## src/rtl/multisim_axi_arbiter.sv

```systemverilog
// Round-robin arbiter sharing one AXI manager port between N_MASTERS single-beat managers.
// Optional per-master completion counters when MULTISIM_AXI_ARB_STATS_EN is defined.
module multisim_axi_arbiter #(
   parameter int unsigned N_MASTERS = 4,
   parameter type axi_aw_t = logic,
   parameter type axi_w_t  = logic,
   parameter type axi_b_t  = logic,
   parameter type axi_ar_t = logic,
   parameter type axi_r_t  = logic
) (
   input  logic                 clk,
   input  logic                 rst,
   // per-master subordinate side
   input  axi_aw_t              i_axi_s_aw [N_MASTERS],
   input  logic [N_MASTERS-1:0] i_axi_s_awvalid,
   output logic [N_MASTERS-1:0] o_axi_s_awready,
   input  axi_w_t               i_axi_s_w [N_MASTERS],
   input  logic [N_MASTERS-1:0] i_axi_s_wvalid,
   output logic [N_MASTERS-1:0] o_axi_s_wready,
   output axi_b_t               o_axi_s_b [N_MASTERS],
   output logic [N_MASTERS-1:0] o_axi_s_bvalid,
   input  logic [N_MASTERS-1:0] i_axi_s_bready,
   input  axi_ar_t              i_axi_s_ar [N_MASTERS],
   input  logic [N_MASTERS-1:0] i_axi_s_arvalid,
   output logic [N_MASTERS-1:0] o_axi_s_arready,
   output axi_r_t               o_axi_s_r [N_MASTERS],
   output logic [N_MASTERS-1:0] o_axi_s_rvalid,
   input  logic [N_MASTERS-1:0] i_axi_s_rready,
   // shared downstream port
   output axi_aw_t              o_axi_m_aw,
   output logic                 o_axi_m_awvalid,
   input  logic                 i_axi_m_awready,
   output axi_w_t               o_axi_m_w,
   output logic                 o_axi_m_wvalid,
   input  logic                 i_axi_m_wready,
   input  axi_b_t               i_axi_m_b,
   input  logic                 i_axi_m_bvalid,
   output logic                 o_axi_m_bready,
   output axi_ar_t              o_axi_m_ar,
   output logic                 o_axi_m_arvalid,
   input  logic                 i_axi_m_arready,
   input  axi_r_t               i_axi_m_r,
   input  logic                 i_axi_m_rvalid,
   output logic                 o_axi_m_rready
`ifdef MULTISIM_AXI_ARB_STATS_EN
   ,
   output logic [31:0]          o_wr_grants [N_MASTERS],
   output logic [31:0]          o_rd_grants [N_MASTERS]
`endif
);

   localparam int unsigned IDX_W = (N_MASTERS > 1) ? $clog2(N_MASTERS) : 1;
   typedef logic [IDX_W-1:0] idx_t;

   typedef enum logic [1:0] {WIdle, WAddr, WResp} wr_state_e;
   typedef enum logic [1:0] {RIdle, RAddr, RResp} rd_state_e;

   wr_state_e w_state_q, w_state_d;
   rd_state_e r_state_q, r_state_d;
   idx_t      w_grant_q, w_grant_d, w_rr_q, w_rr_d;
   idx_t      r_grant_q, r_grant_d, r_rr_q, r_rr_d;
   logic      aw_done_q, aw_done_d, w_done_q, w_done_d;

   // First requester at or after ptr, wrapping past N_MASTERS-1.
   function automatic idx_t rr_pick(input logic [N_MASTERS-1:0] req, input idx_t ptr);
      idx_t        pick;
      logic        found;
      int unsigned k;
      pick  = ptr;
      found = 1'b0;
      for (int unsigned i = 0; i < N_MASTERS; i++) begin
         k = (32'(ptr) + i) % N_MASTERS;
         if (!found && req[idx_t'(k)]) begin
            found = 1'b1;
            pick  = idx_t'(k);
         end
      end
      return pick;
   endfunction

   function automatic idx_t next_ptr(input idx_t g);
      return (32'(g) == N_MASTERS - 1) ? '0 : g + idx_t'(1);
   endfunction

   // ---------------- write path ----------------
   always_comb begin
      w_state_d       = w_state_q;
      w_grant_d       = w_grant_q;
      w_rr_d          = w_rr_q;
      aw_done_d       = aw_done_q;
      w_done_d        = w_done_q;
      o_axi_s_awready = '0;
      o_axi_s_wready  = '0;
      o_axi_s_bvalid  = '0;
      for (int i = 0; i < N_MASTERS; i++) begin
         o_axi_s_b[i] = '0;
      end
      o_axi_m_aw      = '0;
      o_axi_m_awvalid = 1'b0;
      o_axi_m_w       = '0;
      o_axi_m_wvalid  = 1'b0;
      o_axi_m_bready  = 1'b0;
      unique case (w_state_q)
         WIdle: begin
            if (|i_axi_s_awvalid) begin
               w_grant_d = rr_pick(i_axi_s_awvalid, w_rr_q);
               aw_done_d = 1'b0;
               w_done_d  = 1'b0;
               w_state_d = WAddr;
            end
         end
         WAddr: begin
            o_axi_m_aw                 = i_axi_s_aw[w_grant_q];
            o_axi_m_awvalid            = i_axi_s_awvalid[w_grant_q] & ~aw_done_q;
            o_axi_s_awready[w_grant_q] = i_axi_m_awready & ~aw_done_q;
            o_axi_m_w                  = i_axi_s_w[w_grant_q];
            o_axi_m_wvalid             = i_axi_s_wvalid[w_grant_q] & ~w_done_q;
            o_axi_s_wready[w_grant_q]  = i_axi_m_wready & ~w_done_q;
            // AW and W may complete in either order or together
            aw_done_d = aw_done_q | (o_axi_m_awvalid & i_axi_m_awready);
            w_done_d  = w_done_q | (o_axi_m_wvalid & i_axi_m_wready);
            if (aw_done_d && w_done_d) begin
               w_state_d = WResp;
            end
         end
         WResp: begin
            o_axi_s_b[w_grant_q]      = i_axi_m_b;
            o_axi_s_bvalid[w_grant_q] = i_axi_m_bvalid;
            o_axi_m_bready            = i_axi_s_bready[w_grant_q];
            if (i_axi_m_bvalid && i_axi_s_bready[w_grant_q]) begin
               w_state_d = WIdle;
               w_rr_d    = next_ptr(w_grant_q);
            end
         end
         default: w_state_d = WIdle;
      endcase
   end

   always_ff @(posedge clk) begin
      if (rst) begin
         w_state_q <= WIdle;
         w_grant_q <= '0;
         w_rr_q    <= '0;
         aw_done_q <= 1'b0;
         w_done_q  <= 1'b0;
      end else begin
         w_state_q <= w_state_d;
         w_grant_q <= w_grant_d;
         w_rr_q    <= w_rr_d;
         aw_done_q <= aw_done_d;
         w_done_q  <= w_done_d;
      end
   end

   // ---------------- read path ----------------
   always_comb begin
      r_state_d       = r_state_q;
      r_grant_d       = r_grant_q;
      r_rr_d          = r_rr_q;
      o_axi_s_arready = '0;
      o_axi_s_rvalid  = '0;
      for (int i = 0; i < N_MASTERS; i++) begin
         o_axi_s_r[i] = '0;
      end
      o_axi_m_ar      = '0;
      o_axi_m_arvalid = 1'b0;
      o_axi_m_rready  = 1'b0;
      unique case (r_state_q)
         RIdle: begin
            if (|i_axi_s_arvalid) begin
               r_grant_d = rr_pick(i_axi_s_arvalid, r_rr_q);
               r_state_d = RAddr;
            end
         end
         RAddr: begin
            o_axi_m_ar                 = i_axi_s_ar[r_grant_q];
            o_axi_m_arvalid            = i_axi_s_arvalid[r_grant_q];
            o_axi_s_arready[r_grant_q] = i_axi_m_arready;
            if (o_axi_m_arvalid && i_axi_m_arready) begin
               r_state_d = RResp;
            end
         end
         RResp: begin
            o_axi_s_r[r_grant_q]      = i_axi_m_r;
            o_axi_s_rvalid[r_grant_q] = i_axi_m_rvalid;
            o_axi_m_rready            = i_axi_s_rready[r_grant_q];
            if (i_axi_m_rvalid && i_axi_s_rready[r_grant_q]) begin
               r_state_d = RIdle;
               r_rr_d    = next_ptr(r_grant_q);
            end
         end
         default: r_state_d = RIdle;
      endcase
   end

   always_ff @(posedge clk) begin
      if (rst) begin
         r_state_q <= RIdle;
         r_grant_q <= '0;
         r_rr_q    <= '0;
      end else begin
         r_state_q <= r_state_d;
         r_grant_q <= r_grant_d;
         r_rr_q    <= r_rr_d;
      end
   end

`ifdef MULTISIM_AXI_ARB_STATS_EN
   logic        wr_done, rd_done;
   logic [31:0] wr_cnt_q [N_MASTERS];
   logic [31:0] rd_cnt_q [N_MASTERS];

   assign wr_done = (w_state_q == WResp) & i_axi_m_bvalid & i_axi_s_bready[w_grant_q];
   assign rd_done = (r_state_q == RResp) & i_axi_m_rvalid & i_axi_s_rready[r_grant_q];

   // 32-bit counters wrap naturally at 2^32-1 -> 0
   always_ff @(posedge clk) begin
      if (rst) begin
         for (int i = 0; i < N_MASTERS; i++) begin
            wr_cnt_q[i] <= '0;
            rd_cnt_q[i] <= '0;
         end
      end else begin
         if (wr_done) begin
            wr_cnt_q[w_grant_q] <= wr_cnt_q[w_grant_q] + 32'd1;
         end
         if (rd_done) begin
            rd_cnt_q[r_grant_q] <= rd_cnt_q[r_grant_q] + 32'd1;
         end
      end
   end

   always_comb begin
      for (int i = 0; i < N_MASTERS; i++) begin
         o_wr_grants[i] = wr_cnt_q[i];
         o_rd_grants[i] = rd_cnt_q[i];
      end
   end
`endif

endmodule

```

## config.mk

```make
export PLATFORM = sky130hd
export DESIGN_NAME = multisim_axi_arbiter
export DESIGN_NICKNAME = d
export VERILOG_FILES = /design/src/rtl/multisim_axi_arbiter.sv
export SDC_FILE = /design/constraint.sdc
export NUM_CORES = 1
export LEC_CHECK = 0
export CORE_AREA = 2 2 77 50
export CTS_BUF_LIST = sky130_fd_sc_hd__clkbuf_16
export DETAILED_ROUTE_END_ITERATION = 6
export DIE_AREA = 0 0 79 52
export HOLD_SLACK_MARGIN = 0.08
export PLACE_DENSITY = 0.9
export SLEW_MARGIN = 10
export SYNTH_ARGS = -nofsm -noshare
export SYNTH_HDL_FRONTEND = slang
export SYNTH_SLANG_ARGS = --single-unit
export TNS_END_PERCENT = 100
```

## constraint.sdc

```tcl
create_clock -name clk -period 3.01 [get_ports clk]
set_input_delay 0.602 -clock clk [delete_from_list [all_inputs] [get_ports clk]]
set_output_delay 0.602 -clock clk [all_outputs]
set_load 0.01 [all_outputs]
```

==> run summary <==
status = finished clean
post-route cell area = 2200 um2
synth unique cells = 40
power after layout = 0.782 mW
r2r startpoint = w_grant_q[0]$_SDFFE_PP0P_
Final period util = 95.0%
Root Driver = clkbuf_16
worst hold path type = flop to flop
maximum clock rate = 0.350 GHz
Starting Density = 39.0%
setup ws final = 149 ps
crit path time final = 2860 ps
placed cell count = 271
CTS tree = done
clock buffer depth = 2
Synth Net Count = 202
Die Y = 52 um
routability cong. = 0.867
drc violations = 0
Layout Utilization = 63.9%
CP Data Required Time = 2410 ps
CTS H-tree depth = 1
Wirelength per Cell = 14.5 um
register area share after synthesis = 20.9%
Post-Synth Simple-Gate Area = 37.7%
Routed WL = 3.97 mm
synth-to-layout area growth = 63.9%
initial antenna violation count = 0
Synth top area share = 20.9%
first-pass GRT wire length = 6.03 mm
commonest non-fill, non-tap cells in the layout = clkdlybuf4s50_1 (76), and3_1 (20), and2_1 (14), dfxtp_1 (14), nor2b_1 (9)
Final Max Tran Viols = 0
nets = 278
Setup Crit Path Kind = input pin to output pin
CP Launch Type = input pin
RSZ-0062 raised after global routing = no
CP Capture Type = output pin
Worst-Skew Late Latency = 250 ps
DP Area = 2130 um2
Seq cells post-synth = 14
XOR/XNOR Fraction of Synth Area = 0%
Final Non-Filler Cells = 274
mux contribution to synthesized area = 15.8%
total track usage = 19.7%
Max-slew headroom = 51.7%
grt ovf = 0
Hold Fails Final Rpt = 0
WHS = 507 ps
TritonCTS Sinks = 14
Post-Synthesis Cells = 153
post-route ant nets = 0
TritonCTS buffer count = 3
Hold Buf Count CTS = 0
port bufs = 76
VDD IR max = 201 uV
placeable core region = 3450 um2
die area = 4110 um2
worst slack at placement = 154 ps
Diodes inserted = 0
number of synthesis warnings = 0
Yosys top cell by area = dfxtp_1
routed vias = 1422
Syn Std Cell Area = 1340 um2
number of global-route vias before repair = 1232
dpl hpwl = 3.24 mm
I/O Pins = 77
Setup violations, final = 0
pin count of the biggest net entering global routing = 16
# resized after CTS = 0
Setup crit start = i_axi_s_awvalid[2]
post-CTS setup buffer count = 0
share of layout cells above drive strength 1 = 6.17%
clk slew on worst S/H paths = 40 ps
PD cells = 355 nW/um2
Least-Margin Pin Slew = 718 ps
main combinational cell family by area after synthesis = simple AND/OR/NAND/NOR gates
compound-gate portion of the synthesized area = 13.8%
routed vias/inst = 5.19
WP data arrival = 2260 ps
Clock Skew = 4.26 ps
Static Leak = 0.876 nW
DRT Pass-1 Iters = 4
Die W = 79 um
largest fanout on the critical path = 5
synthesized area per cell = 8.77 um2
most common cell after layout, fill and taps aside = clkdlybuf4s50_1
min-delay src = w_rr_q[0]$_SDFFE_PP0P_
row cnt = 17
maxcap violations = 0
Setup TNS = 0 ps
Synth area leaders = dfxtp_1 (21%), and3_1 (9.3%), mux4_2 (8.4%), ha_1 (7.5%), and2_1 (6.5%)
drt initial violations = 107
Post-Synth Adder-Cell Area = 7.46%
## worst paths after layout
| path | slack, ps | cells after the start | to |
|---|---|---|---|
| max reg2reg | 1220 | 4 | w_state_q[1]$_SDFFE_PP0P_ |
| min reg2reg | 510 | 2 | w_rr_q[0]$_SDFFE_PP0P_ |
| max | 150 | 4 | o_axi_m_awvalid |
| min | 510 | 2 | w_rr_q[0]$_SDFFE_PP0P_ |
## cells in the mapped netlist, drive strengths merged
cell type	count
o31ai	1
nor2b	9
nor4	1
ha	8
dlygate4sd1	1
and2b	1
nand2	6
nand4	1
nor2	7
or2b	1
a211o	2
buf	2
nand2b	3
a21oi	7
o21a	1
a311oi	1
and2	16
nor3b	5
a21boi	3
o21bai	4
o22ai	1
or3	2
clkbuf	3
inv	4
dfxtp	14
nand3	2
o21ai	3
mux4	8
nand3b	1
a211oi	3
nor3	8
nand4b	1
mux2i	2
and3	20
o31a	1
## registers in the layout, indices dropped and copies added, names as in the netlist
name       count
aw_done_q      1
r_state_q      2
w_done_q       1
w_state_q      2
w_grant_q      2
r_rr_q         2
w_rr_q         2
r_grant_q      2
## critical path, stage by stage
cell	delay, ps
clkdlybuf4s50_1	470
mux4_2	530
nor3b_1	170
clkdlybuf4s50_1	490
## cell type report
| type | count | area (um2) |
|---|---|---|
| Sequential cell | 14 | 280 |
| Timing Repair Buffer | 77 | 768 |
| Inverter | 4 | 15.0 |
| Clock buffer | 3 | 75.1 |
| Fill cell | 291 | 1240 |
| Multi-Input combinational cell | 129 | 1000 |
| Tap cell | 47 | 58.8 |
## cell families after synthesis
family / count (synthesis)
simple gates: 84
flops: 14
compound gates: 27
mux: 10
fa+ha+maj: 8
buf+inv: 10
## power breakdown
| part | total [mW] | internal (mW) | switching, mW |
|---|---|---|---|
| Sequential | 0.232 | 0.204 | 0.0281 |
| Combinational | 0.303 | 0.174 | 0.129 |
| Clock | 0.247 | 0.173 | 0.0733 |
## per-layer routing
layer	up-vias	wire length (um)	GRT usage, %
met5	-	0	0
met4	0	27	6.03
met3	2	287	4.69
met2	48	1650	28.2
met1	655	2000	28.9
li1	717	-	-
No activity file was read; power rests on OpenSTA's default activity.
